--- src/rtl/fetch_unit_if.sv ---
// Controller/memory-facing bundle of the fetch unit.
// The slave modport is the fetch unit's view; master is its environment.
interface fetch_unit_if;
    logic        PC_WRITE;
    logic        PC_SEL;
    logic        BR_SEL;
    logic        PC_RST;
    logic [3:0]  FLAGS_IN;
    logic        FLAGS_WE;
    logic        MEM_ACK;
    logic [31:0] MEM_RDATA;
    logic        MEM_REQ;
    logic [15:0] MEM_ADDR;
    logic [3:0]  OPCODE;
    logic [3:0]  MM;
    logic [3:0]  STAT;
    logic [15:0] PC;
    logic        IR_VALID;
    logic        BUSY;
    logic        FETCH_ERR;

    modport slave (
        input  PC_WRITE, PC_SEL, BR_SEL, PC_RST, FLAGS_IN, FLAGS_WE, MEM_ACK, MEM_RDATA,
        output MEM_REQ, MEM_ADDR, OPCODE, MM, STAT, PC, IR_VALID, BUSY, FETCH_ERR
    );

    modport master (
        output PC_WRITE, PC_SEL, BR_SEL, PC_RST, FLAGS_IN, FLAGS_WE, MEM_ACK, MEM_RDATA,
        input  MEM_REQ, MEM_ADDR, OPCODE, MM, STAT, PC, IR_VALID, BUSY, FETCH_ERR
    );
endinterface

--- src/rtl/fetch_unit.sv ---
// Instruction fetch unit: PC, instruction register, status flags and a
// single-outstanding memory read with a 16-cycle timeout.
module fetch_unit (
    input  logic         CLK,
    input  logic         RST_F,
    fetch_unit_if.slave  bus
);
    localparam int unsigned PC_W   = 16;
    localparam int unsigned IR_W   = 32;
    localparam int unsigned FLAG_W = 4;
    localparam int unsigned CNT_W  = 4;

    localparam logic [3:0] OP_BRA = 4'd4;
    localparam logic [3:0] OP_BRR = 4'd5;
    localparam logic [3:0] OP_BNE = 4'd6;

    typedef enum logic [1:0] {S_IDLE, S_REQ, S_FAULT} state_t;

    state_t            state_q, state_d;
    logic [PC_W-1:0]   pc_q, pc_d;
    logic [IR_W-1:0]   ir_q, ir_d;
    logic [FLAG_W-1:0] stat_q, stat_d;
    logic              ir_valid_q, ir_valid_d;
    logic              mem_req_q, mem_req_d;
    logic [PC_W-1:0]   mem_addr_q, mem_addr_d;
    logic              busy_q, busy_d;
    logic              fetch_err_q, fetch_err_d;
    logic [CNT_W-1:0]  wait_cnt_q, wait_cnt_d;
    logic              pending_q, pending_d;

    logic [3:0]        opcode;
    logic [3:0]        mm;
    logic              br_take;
    logic [PC_W-1:0]   br_target;
    logic              unused_ir_bits;

    assign opcode         = ir_q[31:28];
    assign mm             = ir_q[27:24];
    assign unused_ir_bits = ^ir_q[23:16];

    // Branch resolution from the current IR; bne tests the pre-update flags.
    always_comb begin
        br_take   = 1'b0;
        br_target = pc_q;
        if (bus.BR_SEL) begin
            case (opcode)
                OP_BRA: begin
                    br_take   = 1'b1;
                    br_target = ir_q[15:0];
                end
                OP_BRR: begin
                    br_take   = 1'b1;
                    br_target = PC_W'(pc_q + PC_W'({{(PC_W-16){ir_q[15]}}, ir_q[15:0]}));
                end
                OP_BNE: begin
                    br_take   = ((stat_q & mm) == 4'b0000);
                    br_target = ir_q[15:0];
                end
                default: ;
            endcase
        end
    end

    // Next-state and registered-output logic.
    always_comb begin
        state_d     = state_q;
        pc_d        = pc_q;
        ir_d        = ir_q;
        stat_d      = bus.FLAGS_WE ? bus.FLAGS_IN : stat_q;
        ir_valid_d  = ir_valid_q;
        mem_req_d   = mem_req_q;
        mem_addr_d  = mem_addr_q;
        busy_d      = busy_q;
        fetch_err_d = fetch_err_q;
        wait_cnt_d  = wait_cnt_q;
        pending_d   = pending_q;

        if (bus.PC_RST) begin
            state_d     = S_IDLE;
            pc_d        = '0;
            stat_d      = stat_q;
            mem_req_d   = 1'b0;
            busy_d      = 1'b0;
            fetch_err_d = 1'b0;
            wait_cnt_d  = '0;
            pending_d   = 1'b0;
        end else begin
            case (state_q)
                S_IDLE: begin
                    if (pending_q || (bus.PC_WRITE && !bus.PC_SEL)) begin
                        state_d    = S_REQ;
                        mem_req_d  = 1'b1;
                        mem_addr_d = pc_q;
                        busy_d     = 1'b1;
                        wait_cnt_d = '0;
                        pending_d  = 1'b0;
                    end else if (bus.PC_SEL) begin
                        if (br_take) pc_d = br_target;
                        pending_d = bus.PC_WRITE;
                    end
                end
                S_REQ: begin
                    if (bus.MEM_ACK) begin
                        state_d    = S_IDLE;
                        ir_d       = bus.MEM_RDATA;
                        pc_d       = PC_W'(pc_q + PC_W'(1));
                        ir_valid_d = 1'b1;
                        mem_req_d  = 1'b0;
                        busy_d     = 1'b0;
                    end else if (wait_cnt_q == '1) begin
                        state_d     = S_FAULT;
                        fetch_err_d = 1'b1;
                        mem_req_d   = 1'b0;
                        busy_d      = 1'b0;
                    end else begin
                        wait_cnt_d = CNT_W'(wait_cnt_q + CNT_W'(1));
                    end
                end
                S_FAULT: ;
                default: state_d = S_IDLE;
            endcase
        end
    end

    always_ff @(posedge CLK or negedge RST_F) begin
        if (!RST_F) begin
            state_q     <= S_IDLE;
            pc_q        <= '0;
            ir_q        <= '0;
            stat_q      <= '0;
            ir_valid_q  <= 1'b0;
            mem_req_q   <= 1'b0;
            mem_addr_q  <= '0;
            busy_q      <= 1'b0;
            fetch_err_q <= 1'b0;
            wait_cnt_q  <= '0;
            pending_q   <= 1'b0;
        end else begin
            state_q     <= state_d;
            pc_q        <= pc_d;
            ir_q        <= ir_d;
            stat_q      <= stat_d;
            ir_valid_q  <= ir_valid_d;
            mem_req_q   <= mem_req_d;
            mem_addr_q  <= mem_addr_d;
            busy_q      <= busy_d;
            fetch_err_q <= fetch_err_d;
            wait_cnt_q  <= wait_cnt_d;
            pending_q   <= pending_d;
        end
    end

    assign bus.MEM_REQ   = mem_req_q;
    assign bus.MEM_ADDR  = mem_addr_q;
    assign bus.OPCODE    = opcode;
    assign bus.MM        = mm;
    assign bus.STAT      = stat_q;
    assign bus.PC        = pc_q;
    assign bus.IR_VALID  = ir_valid_q;
    assign bus.BUSY      = busy_q;
    assign bus.FETCH_ERR = fetch_err_q;
endmodule

--- src/flat_wrapper.sv ---
// flat-port wrapper written by rule: the top's interface ports become plain ports
module fetch_unit_flat 
  (CLK, RST_F, bus_PC_WRITE, bus_PC_SEL, bus_BR_SEL, bus_PC_RST, bus_FLAGS_IN, bus_FLAGS_WE, bus_MEM_ACK, bus_MEM_RDATA, bus_MEM_REQ, bus_MEM_ADDR, bus_OPCODE, bus_MM, bus_STAT, bus_PC, bus_IR_VALID, bus_BUSY, bus_FETCH_ERR);
  fetch_unit_if bus_i ();
  input  logic CLK;
  input  logic RST_F;
  input wire logic [$bits(bus_i.PC_WRITE)-1:0] bus_PC_WRITE;
  input wire logic [$bits(bus_i.PC_SEL)-1:0] bus_PC_SEL;
  input wire logic [$bits(bus_i.BR_SEL)-1:0] bus_BR_SEL;
  input wire logic [$bits(bus_i.PC_RST)-1:0] bus_PC_RST;
  input wire logic [$bits(bus_i.FLAGS_IN)-1:0] bus_FLAGS_IN;
  input wire logic [$bits(bus_i.FLAGS_WE)-1:0] bus_FLAGS_WE;
  input wire logic [$bits(bus_i.MEM_ACK)-1:0] bus_MEM_ACK;
  input wire logic [$bits(bus_i.MEM_RDATA)-1:0] bus_MEM_RDATA;
  output wire logic [$bits(bus_i.MEM_REQ)-1:0] bus_MEM_REQ;
  output wire logic [$bits(bus_i.MEM_ADDR)-1:0] bus_MEM_ADDR;
  output wire logic [$bits(bus_i.OPCODE)-1:0] bus_OPCODE;
  output wire logic [$bits(bus_i.MM)-1:0] bus_MM;
  output wire logic [$bits(bus_i.STAT)-1:0] bus_STAT;
  output wire logic [$bits(bus_i.PC)-1:0] bus_PC;
  output wire logic [$bits(bus_i.IR_VALID)-1:0] bus_IR_VALID;
  output wire logic [$bits(bus_i.BUSY)-1:0] bus_BUSY;
  output wire logic [$bits(bus_i.FETCH_ERR)-1:0] bus_FETCH_ERR;
  assign bus_i.PC_WRITE = bus_PC_WRITE;
  assign bus_i.PC_SEL = bus_PC_SEL;
  assign bus_i.BR_SEL = bus_BR_SEL;
  assign bus_i.PC_RST = bus_PC_RST;
  assign bus_i.FLAGS_IN = bus_FLAGS_IN;
  assign bus_i.FLAGS_WE = bus_FLAGS_WE;
  assign bus_i.MEM_ACK = bus_MEM_ACK;
  assign bus_i.MEM_RDATA = bus_MEM_RDATA;
  assign bus_MEM_REQ = bus_i.MEM_REQ;
  assign bus_MEM_ADDR = bus_i.MEM_ADDR;
  assign bus_OPCODE = bus_i.OPCODE;
  assign bus_MM = bus_i.MM;
  assign bus_STAT = bus_i.STAT;
  assign bus_PC = bus_i.PC;
  assign bus_IR_VALID = bus_i.IR_VALID;
  assign bus_BUSY = bus_i.BUSY;
  assign bus_FETCH_ERR = bus_i.FETCH_ERR;
  fetch_unit u_core (.CLK(CLK), .RST_F(RST_F), .bus(bus_i));
endmodule
--- config.mk ---
export PLATFORM = sky130hd
export DESIGN_NAME = fetch_unit_flat
export DESIGN_NICKNAME = d
export VERILOG_FILES = /design/src/rtl/fetch_unit_if.sv /design/src/rtl/fetch_unit.sv /design/src/flat_wrapper.sv
export SDC_FILE = /design/constraint.sdc
export NUM_CORES = 1
export LEC_CHECK = 0
export BUFFER_PORTS_ARGS = -buffer_cell sky130_fd_sc_hd__buf_4
export CAP_MARGIN = 20
export CORE_MARGIN = 8
export CORE_UTILIZATION = 59
export DETAILED_ROUTE_END_ITERATION = 10
export PLACE_DENSITY_LB_ADDON = 0.25
export SYNTH_ARGS = -nofsm -noshare
export SYNTH_HDL_FRONTEND = slang
export SYNTH_SLANG_ARGS = --single-unit
--- constraint.sdc ---
create_clock -name CLK -period 3.95 [get_ports CLK]
set_clock_uncertainty 0.2 [all_clocks]
set_input_delay 0.1975 -clock CLK [delete_from_list [all_inputs] [get_ports CLK]]
set_output_delay 0.1975 -clock CLK [all_outputs]
set_load 0.05 [all_outputs]
**Yosys cells after proc, flatten, opt, wreduce, memory -nomap -nowiden**

Cells that the tools add are included.

- Flip-flop bits (word level): 78
- Bits in latches: 0
- Bits in writable memories: 0
- Memory bits (read-only): 0
- Bits of input ports: 44
- Output and inout port bits: 48
- Word-level logic and storage cells: 87
- Memories kept: 0

- Add/subtract/negate cells: 3
- $mul: 0
- Div/mod/pow operators: 0
- Order comparisons: 0
- Equality and inequality tests: 18
- Shift-type cells: 0
- Multiplexer cells: 33
- Bitwise logic cells: 2
- Reduce and logical (&&, ||, !) cells: 21

Operators with widths:

| cell | number |
|---|---|
| $mux W16 | 6 |
| $pmux W16 S2 | 2 |
| $ne A3 B3 Y1 const B | 6 |
| $add A16 B1 Y16 const B | 1 |
| $add A16 B16 Y16 | 1 |
| $mux W4 | 4 |
| $reduce_and A3 Y1 | 5 |
| $mux W1 | 13 |
| $eq A4 B3 Y1 const B | 3 |
| $mux W2 | 4 |
| $pmux W4 S2 | 1 |
| $reduce_and A7 Y1 | 1 |
| $ne A3 B2 Y1 const B | 2 |
| $pmux W2 S3 | 1 |
| $reduce_bool A2 Y1 | 3 |
| $reduce_bool A3 Y1 | 2 |
| $add A4 B1 Y4 const B | 1 |
| $and A4 B4 Y4 | 1 |
| $eq A4 B4 Y1 const B | 1 |
| $logic_not A4 Y1 | 1 |
| $ne A2 B2 Y1 const B | 2 |
| $ne A4 B3 Y1 const B | 1 |
| $ne A4 B4 Y1 const B | 1 |
| $pmux W1 S2 | 2 |
| other kinds (10) | 12 |

**Longest topological paths before layout**

- Word-level depth: 9
- Depth in mapped cells: 9
- Gate-level depth less buffers: 9

**Worst setup path after synthesis**

Ideal clock, no wire load.

- Path kind: register -> register
- From: reg u_core.pc_q[1], in the netlist u_core.bus.PC[1]
- To: reg u_core.pc_q[15], in the netlist u_core.bus.PC[15]
- Setup time: 96 ps
- Arrival time: 2618 ps
- Required time: 3654 ps
- Slack: 1037 ps
- Cell stages (with the launch flop): 8
- Buffers on the path: 0
- Period minus slack after synthesis: 2913 ps
- Cells stage by stage: dfrtp_1 > ha_1 > a211o_1 > a211oi_4 > nor3_2 > o21a_1 > or4b_4 > a311oi_2

- Word-level cells in the longest chain between the ends: 8
- Elaborated cells on any way between the ends: 10
- Classes of those cells: add/sub (2); mux (8)

RTL lines:

| what | line | RTL |
|---|---|---|
| start: declaration | fetch_unit.sv:20 | `logic [PC_W-1:0] pc_q, pc_d;` |
| start signal: assignment | fetch_unit.sv:140 | `pc_q <= pc_d;` |
| $add A16 B16 Y16 | fetch_unit.sv:53 | `br_target = PC_W'(pc_q + PC_W'({{(PC_W-16){ir_q[15]}}, ir_q[15:0]}));` |
| $pmux W16 S2 | fetch_unit.sv:46 | `case (opcode)` |
| $mux W16 | fetch_unit.sv:45 | `if (bus.BR_SEL) begin` |
| $mux W16 | fetch_unit.sv:98 | `if (br_take) pc_d = br_target;` |
| $mux W16 | fetch_unit.sv:97 | `end else if (bus.PC_SEL) begin` |
| $mux W16 | fetch_unit.sv:90 | `if (pending_q \|\| (bus.PC_WRITE && !bus.PC_SEL)) begin` |
| $pmux W16 S2 * | fetch_unit.sv:88 | `case (state_q)` |
| $mux W16 * | fetch_unit.sv:78 | `if (bus.PC_RST) begin` |

Every way passes the cells marked *; elsewhere a longest branch is shown, timed or not. The select of a mux whose other input is x is not followed.
A chain may end at the register's enable or synchronous reset.

**Worst setup path after layout**

- From: reg u_core.state_q[1]
- To: reg u_core.pc_q[11], in the netlist u_core.bus.PC[11]

- Word-level cells in the longest chain between the ends: 3
- Elaborated cells on any way between the ends: 12
- Classes of those cells: eq/ne (7); mux (2); reduce/logical (3)

RTL lines:

| what | line | RTL |
|---|---|---|
| start: declaration | fetch_unit.sv:19 | `state_t state_q, state_d;` |
| start signal: assignment | fetch_unit.sv:139 | `state_q <= state_d;` |
| $eq A2 B1 Y1 / $logic_not A2 Y1 (equally long branches) | fetch_unit.sv:88 |  |
| $ne A3 B3 Y1 (no line), or another cell as far along | n/a |  |
| $reduce_and A7 Y1 (no line) / $mux W16 (equally long branches) | n/a |  |

Several ways; a longest one is shown, not always the timed one.

==> metrics.md <==
| Metric | Value |
|---|---|
| Status | finished, final reports clean |
| Most frequent cells in the layout | buf_4, dfrtp_1, a21oi_1 |
| Number of synthesized register bits | 70 |
| TNS Setup | 0 ns |
| Hold_sp | bus_MEM_ACK |
| Worst reg2reg path depth | 5 |
| Cts bufs inserted | 9 |
| Yosys top cell area share | 40.8% |
| Critical-path top delay cell | nor2_1 |
| Top post-synthesis cells by area | dfrtp_1, mux2_2, ha_1, a21oi_1, o21ai_0 |
| Distinct cells, synth | 66 |
| Final setup viols | 0 |
| Clock latency on the worst-skew pair | 0.35 ns |
| Worst reg2reg path endpoint | u_core.bus.PC[11]$_DFFE_PN0P_ |
| Global-route wire length before repair | 20.5 mm |
| Critical Path Source | u_core.state_q[1]$_DFFE_PN0P_ |
| CP Launch Type | flip-flop |
| Max incr delay on CP | 0.75 ns |
| Total track usage | 25.3% |
| ANT nets after route | 0 |
| CP Buf/Inv Count | 0 |
| Residual DRC | 0 |
| Psw | 1100 uW |
| RSZ-0062 raised after global routing | no |
| Reg clk slew, reported paths | 0.08 ns |
| Switching share of power | 40.5% |
| Clock Sinks | 70 |
| P_leak | 0.00251 uW |
| Multiplexer share of the synthesized area | 10.7% |
| Die width | 101 microns |
| Top Ports | 92 |
| Post-synth EDFFs | 0 |
| Max Clk Rate | 0.346 GHz |
| Combinational share of power | 40.5% |
| Initial antenna violation count | 1 |
| Pins over their slew limit | 0 |
| Area of the multi-input gates | 2340 sq um |
| Dominant synthesized flop cell | dfrtp_1 |
| Vias/cell | 6.09 |
| Synth Area in XOR/XNOR | 2.04% |
| Worst Hold Endpoint | u_core.bus.FETCH_ERR$_DFFE_PN0P_ |
| Chip height | 101 microns |
| Vias in the first global route | 4187 |
| Post-synthesis simple-gate area fraction | 16.6% |
| Pwr per Cell Area | 502 nW/um^2 |
| Count of final hold-check violations | 0 |
| Minimum clock period | 2.89 ns |
| CTS tree | done |
| Drt total wl | 12.3 mm |
| Register area share after synthesis | 40.8% |
| Min-delay worst type | in -> reg |
| Initial DRC count | 287 |
| Largest family of logic cells by synthesized area | compound AO/OA/AOI/OAI gates |
| Sequential cell area | 1750 sq um |
| CTS resizes | 0 |
| Critical Path End Type | flip-flop |
| Worst VDD drop | 438 uV |
| Complex-gate fraction of the synthesized area | 19.6% |
| FF-to-FF Start | u_core.state_q[1]$_DFFE_PN0P_ |
| Cell area after placement | 4910 sq um |
| Die footprint | 10300 sq um |
| Post-route design area | 5430 sq um |
| Clk pwr share | 23.8% |
| Worst Path Required | 4.00 ns |
| Post-Synthesis Cells | 453 |
| PortBufs | 83 |
| Area delta synth->final | 26.6% |
| DP HPWL | 8.25 mm |
| Row cnt | 31 |
| Pin count of the biggest net entering global routing | 71 |
| Share of layout cells above drive strength 1 | 27.2% |
| # fillers | 511 |
| Crit Path Class | reg -> reg |
| Seq pwr share | 35.7% |
| Worst slew pin tran | 1.11 ns |
| Crit path max-delay family | simple AND/OR/NAND/NOR gates |
| Max Cap Viol | 0 |
| Commonest non-fill, non-tap cell in the layout | buf_4 |
| Synth async-reset ratio | 100% |
| H-tree Lvls | 3 |
| Synthesized cell area | 4290 sq um |
| Syn nets | 515 |
| Routed length per instance | 18.8 microns |
| Initial Util | 60.1% |
| R2r setup slk | 1.06 ns |
| Leading area contributor after synthesis | dfrtp_1 |
| Nets | 613 |
| Pre-antenna DRT Iters | 5 |
| Slew headroom | 25.8% |
| Hold path depth | 4 |
| Worst EP arrival | 2.94 ns |
| GRT overflow | 0 |
| Final worst path period share | 73.2% |
| Core footprint | 7140 sq um |
| Clock root buffer | clkbuf_8 |
| Synth Area per Inst | 9.47 sq um |
| Adder-Cell Fraction of Synth Area | 5.42% |
| Yosys Warn Count | 0 |
| Max FO, Critical Path | 12 |
| Worst-path cell chain | nor3b_1 > a21oi_1 > nor2_1 > nand2_1 > o32ai_1 |
| Routed via count | 3997 |
| Internal power | 1620 uW |
| Clock Path Buffers | 2 |
| Routability Congestion | 0.941 |
==> timing repair <==
| action | in CTS | in global routing |
|---|---|---|
| endpoints found under the setup margin | 0 | 0 |
| hold endpoints to repair | 99 | 0 |
| buffers inserted | 0 | 0 |
| hold buffers | 30 | 0 |
==> worst reg2reg max path, delay by kind of cell (launching register included) <==
kind | cells | cell delay, ns
AND/OR/NAND/NOR | 3 | 1.60
flip-flops | 1 | 0.50
AO/OA/AOI/OAI | 2 | 0.49
==> layout make-up <==
| cell class | instances | area share [%] |
|---|---|---|
| antenna | 1 | 0.0461 |
| clock buffer | 10 | 2.35 |
| clock inverter | 6 | 1.59 |
| inverter | 13 | 0.899 |
| multi-input combinational | 340 | 43.0 |
| sequential | 70 | 32.3 |
| tap | 99 | 2.28 |
| timing repair buffer | 117 | 17.6 |
==> logic make-up (layout without fill, tap and decap cells) <==
group,after synthesis,after routing
compound gates,134,134
xor+xnor,10,10
fa+ha+maj,18,18
buf+inv,43,146
flops,70,70
mux,41,41
other cells,0,1
simple gates,137,137
==> synth_stat cells, drive strengths merged (4+ instances only) <==
master / instances
o21bai: 4
nor3: 8
buf: 14
nand3: 17
o211ai: 7
mux2: 39
or3: 4
and2: 4
and3: 6
o21ai: 37
clkbuf: 16
a211oi: 6
o32ai: 4
nor3b: 5
a21oi: 42
dfrtp: 70
a21o: 4
xor2: 7
ha: 17
a31oi: 7
inv: 13
nand2: 35
nor2: 34
nand2b: 4
==> metrics by stage <==
step                setup WS (ns)  std cells  hold WS (ns)  utilization [%]  power [uW]
floorplan                    1.04        453        -0.298                -        1770
global placement             1.20        609         0.166             68.8        2010
detailed placement           1.15        609         0.174             68.8        2050
CTS                          1.15        655        0.0395             76.1        2710
global route                0.868        656        0.0610             76.1        2860
finish                       1.06        656        0.0403             76.1        2730
==> power by group through the flow <==
stage               registers, uW  clock network, uW  logic, uW
floorplan                    1090                  0        680
global placement              974                  0       1040
detailed placement            983                  0       1060
CTS                           970                648       1100
global route                  991                676       1200
finish                        973                650       1110
==> worst max path at each step <==
stage               slack (ns)                             to  depth (start not counted)
floorplan                 1.04  u_core.bus.PC[15]$_DFFE_PN0P_                          7
global placement          1.20  u_core.bus.PC[15]$_DFFE_PN0P_                          7
detailed placement        1.15  u_core.bus.PC[15]$_DFFE_PN0P_                          7
CTS                       1.15  u_core.bus.PC[15]$_DFFE_PN0P_                          7
global route              0.87  u_core.bus.PC[14]$_DFFE_PN0P_                          9
finish                    1.06  u_core.bus.PC[11]$_DFFE_PN0P_                          5
==> flip-flops by register name, summed over array words and instances, names as in the netlist <==
name and flops:
u_core.bus.FETCH_ERR 1, u_core.bus.IR_VALID 1, u_core.bus.MEM_ADDR 16, u_core.bus.MEM_REQ 1
u_core.bus.PC 16, u_core.bus.STAT 4, u_core.ir_q 24, u_core.pending_q 1
u_core.state_q 2, u_core.wait_cnt_q 4
==> per-layer routing <==
metal | up-vias | share of wire [%] | global-route usage, %
met5 | - | 0 | 0
met4 | 0 | 2.2 | 10.5
met3 | 23 | 7.7 | 6.19
met2 | 164 | 50 | 42.4
met1 | 1951 | 40 | 30.4
li1 | 1859 | - | -
No activity file was read; power rests on OpenSTA's default activity.
